$ cat src/rtl/mc_phase_ctrl.sv
// mc_phase_ctrl: multicycle RV32I phase sequencer.
// Steps fetch/decode/exec/mem/wb with AHB wait, timeout and trap handling.
module mc_phase_ctrl #(
  parameter int EX_CYCLES    = 1,
  parameter int MD_CYCLES    = 4,
  parameter int WAIT_TIMEOUT = 16
) (
  input  logic        clk,
  input  logic        reset,
  input  logic [6:0]  opcode,
  input  logic        md_op,
  input  logic        bus_ready,
  input  logic        bus_err,
  input  logic        trap_ack,
  output logic        if_en,
  output logic        id_en,
  output logic        ex_en,
  output logic        mem_en,
  output logic        wb_en,
  output logic        bus_req,
  output logic        trap,
  output logic [1:0]  trap_cause,
  output logic [2:0]  state,
  output logic [31:0] retired
);

  localparam int WW    = $clog2(WAIT_TIMEOUT + 1);
  localparam int EXMAX = (EX_CYCLES > MD_CYCLES) ? EX_CYCLES : MD_CYCLES;
  localparam int CW    = $clog2(EXMAX + 1);

  localparam logic [WW-1:0] WAIT_LAST = WW'(WAIT_TIMEOUT - 1);
  localparam logic [CW-1:0] EX_LAST   = CW'(EX_CYCLES - 1);
  localparam logic [CW-1:0] MD_LAST   = CW'(MD_CYCLES - 1);

  typedef enum logic [2:0] {
    S_IDLE   = 3'd0,
    S_FETCH  = 3'd1,
    S_DECODE = 3'd2,
    S_EXEC   = 3'd3,
    S_MEM    = 3'd4,
    S_WB     = 3'd5,
    S_TRAP   = 3'd6
  } st_e;

  typedef enum logic [2:0] {
    C_ALU,
    C_OP,
    C_LOAD,
    C_STORE,
    C_BRANCH,
    C_ILL
  } cls_e;

  st_e             state_q, state_d;
  cls_e            cls_q, cls_d, cls_dec;
  logic            md_q, md_d;
  logic [WW-1:0]   wait_q, wait_d;
  logic [CW-1:0]   exc_q, exc_d;
  logic [1:0]      cause_q, cause_d;
  logic [31:0]     ret_q, ret_d;
  logic [CW-1:0]   ex_last;
  logic            retire;

  // Classify the incoming opcode; only consumed in DECODE.
  always_comb begin
    cls_dec = C_ILL;
    case (opcode)
      7'b0110111,
      7'b0010111,
      7'b1101111,
      7'b1100111,
      7'b0010011: cls_dec = C_ALU;
      7'b0110011: cls_dec = C_OP;
      7'b0000011: cls_dec = C_LOAD;
      7'b0100011: cls_dec = C_STORE;
      7'b1100011: cls_dec = C_BRANCH;
      default:    cls_dec = C_ILL;
    endcase
  end

  assign ex_last = md_q ? MD_LAST : EX_LAST;

  // Next-state, phase enables and trap cause.
  always_comb begin
    state_d = state_q;
    cls_d   = cls_q;
    md_d    = md_q;
    wait_d  = wait_q;
    exc_d   = exc_q;
    cause_d = cause_q;
    if_en   = 1'b0;
    id_en   = 1'b0;
    ex_en   = 1'b0;
    mem_en  = 1'b0;
    wb_en   = 1'b0;
    unique case (state_q)
      S_IDLE: state_d = S_FETCH;
      S_FETCH, S_MEM: begin
        if (bus_err) begin
          state_d = S_TRAP;
          cause_d = 2'b10;
        end else if (bus_ready) begin
          wait_d = '0;
          if (state_q == S_FETCH) begin
            if_en   = 1'b1;
            state_d = S_DECODE;
          end else begin
            mem_en  = 1'b1;
            state_d = (cls_q == C_LOAD) ? S_WB : S_FETCH;
          end
        end else if (wait_q == WAIT_LAST) begin
          state_d = S_TRAP;
          cause_d = 2'b11;
        end else begin
          wait_d = wait_q + 1'b1;
        end
      end
      S_DECODE: begin
        id_en = 1'b1;
        cls_d = cls_dec;
        md_d  = (cls_dec == C_OP) && md_op;
        exc_d = '0;
        if (cls_dec == C_ILL) begin
          state_d = S_TRAP;
          cause_d = 2'b01;
        end else begin
          state_d = S_EXEC;
        end
      end
      S_EXEC: begin
        if (exc_q == ex_last) begin
          ex_en = 1'b1;
          unique case (1'b1)
            (cls_q == C_LOAD),
            (cls_q == C_STORE): state_d = S_MEM;
            (cls_q == C_BRANCH): state_d = S_FETCH;
            default: state_d = S_WB;
          endcase
        end else begin
          exc_d = exc_q + 1'b1;
        end
      end
      S_WB: begin
        wb_en   = 1'b1;
        state_d = S_FETCH;
      end
      S_TRAP: begin
        if (trap_ack) begin
          state_d = S_FETCH;
          cause_d = 2'b00;
        end
      end
      default: state_d = S_IDLE;
    endcase
    if (state_d != state_q) wait_d = '0;
  end

  assign retire = wb_en
                | (mem_en && cls_q == C_STORE)
                | (ex_en && cls_q == C_BRANCH);

  // Retired-instruction counter, wraps naturally.
  always_comb begin
    ret_d = ret_q;
    if (retire) ret_d = ret_q + 32'd1;
  end

  // State and counter registers.
  always_ff @(posedge clk or negedge reset) begin
    if (!reset) begin
      state_q <= S_IDLE;
      cls_q   <= C_ALU;
      md_q    <= 1'b0;
      wait_q  <= '0;
      exc_q   <= '0;
      cause_q <= 2'b00;
      ret_q   <= 32'd0;
    end else begin
      state_q <= state_d;
      cls_q   <= cls_d;
      md_q    <= md_d;
      wait_q  <= wait_d;
      exc_q   <= exc_d;
      cause_q <= cause_d;
      ret_q   <= ret_d;
    end
  end

  assign bus_req    = (state_q == S_FETCH) || (state_q == S_MEM);
  assign trap       = (state_q == S_TRAP);
  assign trap_cause = cause_q;
  assign state      = state_q;
  assign retired    = ret_q;

endmodule

$ cat config.mk
export PLATFORM = sky130hd
export DESIGN_NAME = mc_phase_ctrl
export DESIGN_NICKNAME = d
export VERILOG_FILES = /design/src/rtl/mc_phase_ctrl.sv
export SDC_FILE = /design/constraint.sdc
export NUM_CORES = 1
export LEC_CHECK = 0
export CORE_ASPECT_RATIO = 1.5
export CORE_UTILIZATION = 48
export CTS_BUF_LIST = sky130_fd_sc_hd__clkbuf_8
export DETAILED_ROUTE_END_ITERATION = 8
export GPL_ROUTABILITY_DRIVEN = 0
export PLACE_DENSITY = 0.79
export SYNTH_ARGS = -nofsm -noshare
export SYNTH_HDL_FRONTEND = slang
export SYNTH_SLANG_ARGS = --single-unit
export TNS_END_PERCENT = 10
$ cat constraint.sdc
create_clock -name clk -period 1.99 [get_ports clk]
set_input_delay 0.2985 -clock clk [delete_from_list [all_inputs] [get_ports clk]]
set_output_delay 0.2985 -clock clk [all_outputs]
set_load 0.03 [all_outputs]
==> results of run 1 <==
[Yosys cell counts (all sizes together), types with 3 or more instances]
library cell / instances / area (µm²)
a21oi: 7 / 35.0
a31o: 3 / 26.3
a32o: 3 / 30.0
and3: 4 / 25.0
buf: 6 / 36.3
clkbuf: 3 / 11.3
dfrtp: 49 / 1230
ha: 4 / 50.1
inv: 10 / 37.5
mux2i: 3 / 30.0
nand2: 30 / 113
nand2b: 7 / 43.8
nand3: 12 / 60.1
nand3b: 6 / 45.0
nand4: 6 / 37.5
nor2: 21 / 78.8
nor3: 15 / 75.1
nor3b: 3 / 22.5
nor4: 14 / 153
o21ai: 10 / 50.1
o21bai: 4 / 30.0
or3b: 3 / 26.3
xnor2: 12 / 105
xor2: 22 / 193
[metrics by stage]
stage	hold WS [ns]	TNS, ns	cell area, µm²	worst slack, ns	std cells
after floorplan	0.00291	-0.332	2740	-0.0519	280
after global placement	0.113	-9.36	3660	-0.362	440
after detailed placement	0.112	-11.26	3660	-0.435	440
after CTS	0.316	-0.176	3780	-0.0775	449
after global routing	0.328	-0.615	3890	-0.0767	450
final	0.322	0	3890	0.0122	450
[registers in the layout (all words and copies together), names as in the netlist]
register	cells
cls_q	3
exc_q	3
md_q	1
retired	32
state	3
trap_cause	2
wait_q	5
[area by class of cell]
cell class	instances	area, µm²	area share
Clock buffer	7	96.3	0.0248
Clock inverter	1	5.00	0.00129
Inverter	10	37.5	0.00965
Multi-Input combinational cell	212	1550	0.398
Sequential cell	49	1230	0.316
Tap cell	70	87.6	0.0225
Timing Repair Buffer	101	886	0.228
[what timing repair did]
action | 4_1_cts | 5_1_grt
hold buffers | 1 | 0
pin swaps | 3 | 2
setup endpoints to repair | 18 | 33
resized for setup | 9 | 22
hold endpoints to repair | 4 | 0
buffers inserted | 0 | 2
[critical path, cell delays in order (launching register included)]
cell and delay, ns:
dfrtp_1 0.39, or3b_2 0.50, o31a_1 0.32, or4b_1 0.51
xnor2_1 0.15
[how the worst max path moves through the flow]
stage	start	endpoint	slack, ns
after floorplan	state[2]	wait_q[0]	-0.05
after global placement	bus_ready	wait_q[0]	-0.36
after detailed placement	bus_ready	wait_q[0]	-0.44
after CTS	wait_q[0]	wait_q[0]	-0.08
after global routing	md_q	retired[8]	-0.08
final	cls_q[1]	retired[23]	0.01
[per-layer routing]
layer	track usage	vias to the layer above
met5	0	-
li1	-	1192
met4	0.123	0
met2	0.449	73
met1	0.264	1218
met3	0.0278	17
[cell families after synthesis]
kind of cell,count (synthesis),synth area share
compound gates,39,0.0969
fa+ha+maj,4,0.0183
xor+xnor,34,0.109
mux,4,0.0151
simple gates,131,0.282
buf+inv,19,0.0311
flops,49,0.448
[power by group]
group | internal (W) | switching, W
Sequential | 0.00119 | 0.000206
Combinational | 0.00119 | 0.00144
Clock | 0.000315 | 0.000332
==> flow_summary_export.csv, run 1 <==
group,metric,value,unit
yosys,yosysSeqAreaShare,0.448,
pwr,leakage,1.56,nW
yosys,syn_avg_cell_area,9.77,µm²
routing,drc,0,
routing,top_layer,"met4",
timing,drv_slew,0,
routing,first_pass_iters,4,
floorplan,start_util,0.498,
yosys,synth-edff-count,0,
yosys,ys_types,47,
timing,worstMarginPinSlew,0.621,ns
cts,cts_buffers,5,
routing,ant_nets,0,
worst_setup_path,endpoint_kind,"flip-flop",
layout,final_common_cell,"buf_4",
timing,relSlewSlack,0.585,
floorplan,core-area,0.00549,mm²
floorplan,die_h,94.5,µm
routing,wirelength,6.81,mm
layout,mostFrequentLayoutCells,"buf_4 (49), dfrtp_1 (47), clkdlybuf4s50_1 (46), nand2_1 (30), xor2_1 (22)",
layout,fin_nets,396,
routing,wl_met2,3.64,mm
timing,rsz0062_at_grt,"true",
yosys,synth_nets,297,
yosys,postSynth.asyncResetShare,1.00,
cts,cts_buffer_depth,2,
place,place_hpwl,4.94,mm
pwr,ir_drop,683,µV
worst_setup_path,path_class,"flip-flop to flip-flop",
timing,fmax,506,MHz
cts,cts_tree,"done",
yosys,syn_area,0.00274,mm²
layout,area_delta_synth_final,42.2,%
routing,wl_met1,2.73,mm
routing,routedWlPerCell,15.1,µm
worst_setup_path,ff2ff_path_depth,4,
worst_setup_path,regToRegSetupSlack,0.01,ns
layout,final_core_util,0.709,
cts,htreeDepth,2,
worst_hold_path,hp-class,"primary input to async pin",
worst_setup_path,cp-start-kind,"flip-flop",
timing,setup_viol,0,
timing,min_period,1.98,ns
worst_setup_path,path_max_fanout,3,
cts,clock-sinks,49,
layout,nFillCells,441,
layout,diodes,0,
worst_setup_path,reg2reg_to,"retired[23]",
yosys,synth_warnings,0,
floorplan,dieArea,0.00601,mm²
cts,clkTransAtPathRegs,0.09,ns
routing,wl_met3,246,µm
timing,skew,0.00676,ns
pwr,power.density,1200,mW/mm²
yosys,synth-seq-cells,49,
routing,drt-initial-drc-count,56,
timing,fin_crit_sh,0.994,
global_route,antenna_found_initial,0,
global_route,grt_max_degree,46,
global_route,track_usage,0.240,
floorplan,die_w,63.7,µm
cts,insertion_delay,0.30,ns
yosys,synthCells,280,
yosys,ys.flop_type,"dfrtp_1",
run_status,outcome,"complete, no violations",
routing,via_per_inst,5.56,
routing,vias,2500,
layout,drive_gt1_frac,0.258,
global_route,grt_pass1_wl,11.3,mm
timing,hold_viol,0,
job,maxCapViolCount,0,
global_route,grt_pass1_vias,2527,
place,numPortBuffers,56,
pwr,power.total,0.00467,W
floorplan,num_rows,33,
cts,root_buffer,"clkbuf_8",
worst_setup_path,required,2.18,ns
global_route,gr-total-overflow,0,
floorplan,ios,57,
worst_setup_path,r2r_start,"cls_q[1]",
worst_setup_path,arrival,2.17,ns
Note: power is estimated with default switching activity, not from simulation.
==> run 2: changes to the inputs <==
==> constraint.sdc (replaced) <==
create_clock -name clk -period 1.99 [get_ports clk]
set_input_delay 0.2985 -clock clk [delete_from_list [all_inputs] [get_ports clk]]
set_output_delay 0.2985 -clock clk [all_outputs]
set_load 0.005 [all_outputs]
==> run 2 against run 1 <==
  * Worst hold slack improved by 0.12 ns
  * Fmax fell by 2.7%
  * Critical path depth did not move
  * Count of clock-buffer cells in the layout fell by 1
  * Critical endpoint unchanged
  * Highest routed layer unchanged
  * Global-route usage rose by 0.37 points
  * The flow now finishes with violations (negative setup slack)
  * Non-clock buffer count rose by 13
  * Power rose by 0.30%
  * Largest cell class unchanged
  * Register-to-register slack got worse by 0.05 ns
  * Sequential cell count did not move
==> flow_summary_export.csv, run 2 (synthesis results as in run 1) <==
group,metric,value,unit
cts,cts_tree,"done",
timing,worstMarginPinSlew,0.655,ns
layout,mostFrequentLayoutCells,"buf_4 (53), clkdlybuf4s50_1 (47), dfrtp_1 (46), nand2_1 (30), xor2_1 (22)",
pwr,leakage,1.75,nW
global_route,antenna_found_initial,0,
worst_setup_path,arrival,2.23,ns
timing,hold_viol,0,
timing,skew,0.00800,ns
global_route,grt_pass1_vias,2561,
cts,clock-sinks,49,
worst_setup_path,cp-start-kind,"flip-flop",
timing,layout_setup_ws,-0.0420,ns
timing,fin_crit_sh,1.02,
floorplan,dieArea,0.00601,mm²
place,numPortBuffers,56,
routing,routedWlPerCell,16.5,µm
layout,final-seq-area,0.00123,mm²
worst_setup_path,endpoint_kind,"flip-flop",
worst_hold_path,hp-class,"primary input to async pin",
layout,largest_reg_flops,32,
timing,setup_viol,2,
global_route,grt_pass1_wl,11.5,mm
routing,first_pass_iters,4,
floorplan,die_w,63.7,µm
timing,rsz0062_at_grt,"true",
timing,holdWs,0.437,ns
timing,drv_slew,0,
routing,wirelength,7.63,mm
cts,root_buffer,"clkbuf_8",
floorplan,num_rows,33,
layout,diodes,0,
global_route,grt_max_degree,24,
timing,min_period,2.03,ns
run_status,violations,"negative setup slack",
worst_setup_path,required,2.19,ns
worst_setup_path,path_class,"flip-flop to flip-flop",
job,maxCapViolCount,0,
worst_setup_path,path_max_fanout,4,
worst_setup_path,crit_path_cell_trace,"or3b_2 > o31a_1 > or4b_4 > xnor2_2",
floorplan,die_h,94.5,µm
layout,final_common_cell,"buf_4",
floorplan,start_util,0.498,
layout,fin_nets,409,
timing,relSlewSlack,0.563,
floorplan,ios,57,
routing,vias,2619,
timing,setup_tns,-0.0697,ns
timing,fmax,492,MHz
worst_setup_path,crit_slowest_cell,"or4b_4",
run_status,outcome,"finished with violations",
global_route,track_usage,0.244,
floorplan,core-area,0.00549,mm²
routing,drc,0,
layout,multi_input_area,0.00161,mm²
routing,ant_nets,0,
worst_setup_path,crit_buf_inv,0,
layout,drive_gt1_frac,0.272,
place,place_ws,-0.382,ns
cts,cts_buffers,5,
worst_setup_path,slowest_delay,0.56,ns
worst_setup_path,cpLargestDelayFamily,"simple AND/OR/NAND/NOR gates",
cts,clkTransAtPathRegs,0.09,ns
pwr,ir_drop,769,µV
place,place_hpwl,5.19,mm
pwr,power.density,1140,mW/mm²
routing,via_per_inst,5.66,
layout,final_core_util,0.746,
layout,nFillCells,390,
global_route,gr-total-overflow,0,
cts,insertion_delay,0.30,ns
cts,cts_buffer_depth,2,
routing,drt-initial-drc-count,102,
cts,htreeDepth,2,
layout,area_delta_synth_final,49.7,%
==> run 2: changes by cell type in the layout (fill, tap and decap cells not counted), moves of 3 or more <==
cell            previous run  this run
nor4_4                     4         7
buf_4                     49        53
buf_6                      0         3
nor4_2                     9         6
dlymetal6s2s_1             0         3
dlygate4sd2_1              2         5
==> run 2: repair_timing <==
action / in CTS / in global routing
endpoints found under the hold margin: 13 / 0
setup buffers: 4 / 8
hold buffers: 1 / 0
gates resized for setup: 15 / 33
pin swaps: 3 / 20
endpoints found under the setup margin: 13 / 39
==> run 2: path summary, 6_finish.rpt <==
| check | from | end | slack, ns | cells after the start |
|---|---|---|---|---|
| worst max-delay path | cls_q[1] | retired[23] | -0.04 | 4 |
| worst min-delay path | reset | cls_q[1] | 0.44 | 2 |
| worst max register to register | cls_q[1] | retired[23] | -0.04 | 4 |
| worst min register to register | retired[31] | retired[31] | 0.48 | 1 |
| max in group asynchronous | reset | retired[26] | 1.03 | 3 |
| min in group clk | retired[31] | retired[31] | 0.48 | 1 |
==> run 2: metrics by stage <==
step / power (W) / area (µm²) / instances
finish: 0.00469 / 4100 / 463
global route: 0.00494 / 4100 / 463
CTS: 0.00435 / 3860 / 456
detailed placement: 0.00350 / 3690 / 443
global placement: 0.00342 / 3690 / 443
floorplan: 0.00242 / 2740 / 280
==> run 2: routing by layer <==
metal,wire length (µm),up-vias,global-route usage
met3,266,26,0.0302
met1,2990,1282,0.279
met2,4100,88,0.449
met4,280,0,0.108
li1,-,1223,-
met5,0,-,0
==> run 2: power breakdown <==
| part | switching, W | leakage (nW) | internal [W] |
|---|---|---|---|
| Combinational | 0.00123 | 1.12 | 0.00130 |
| Clock | 0.000335 | 0.0626 | 0.000405 |
| Sequential | 0.000221 | 0.569 | 0.00119 |
| Total | 0.00179 | 1.75 | 0.00289 |
==> run 2: final cells by class <==
class	count	area share
clock buffers	6	0.0202
clock inverters	2	0.00825
inverters	10	0.00917
multi-input cells	212	0.392
flip-flops and latches	49	0.300
well taps	70	0.0214
repair buffers	114	0.249
==> run 2: worst register-to-register path, cell delays in order (launching register included) <==
cell and delay (ns):
dfrtp_1 0.38, or3b_2 0.51, o31a_1 0.34, or4b_4 0.56
xnor2_2 0.15
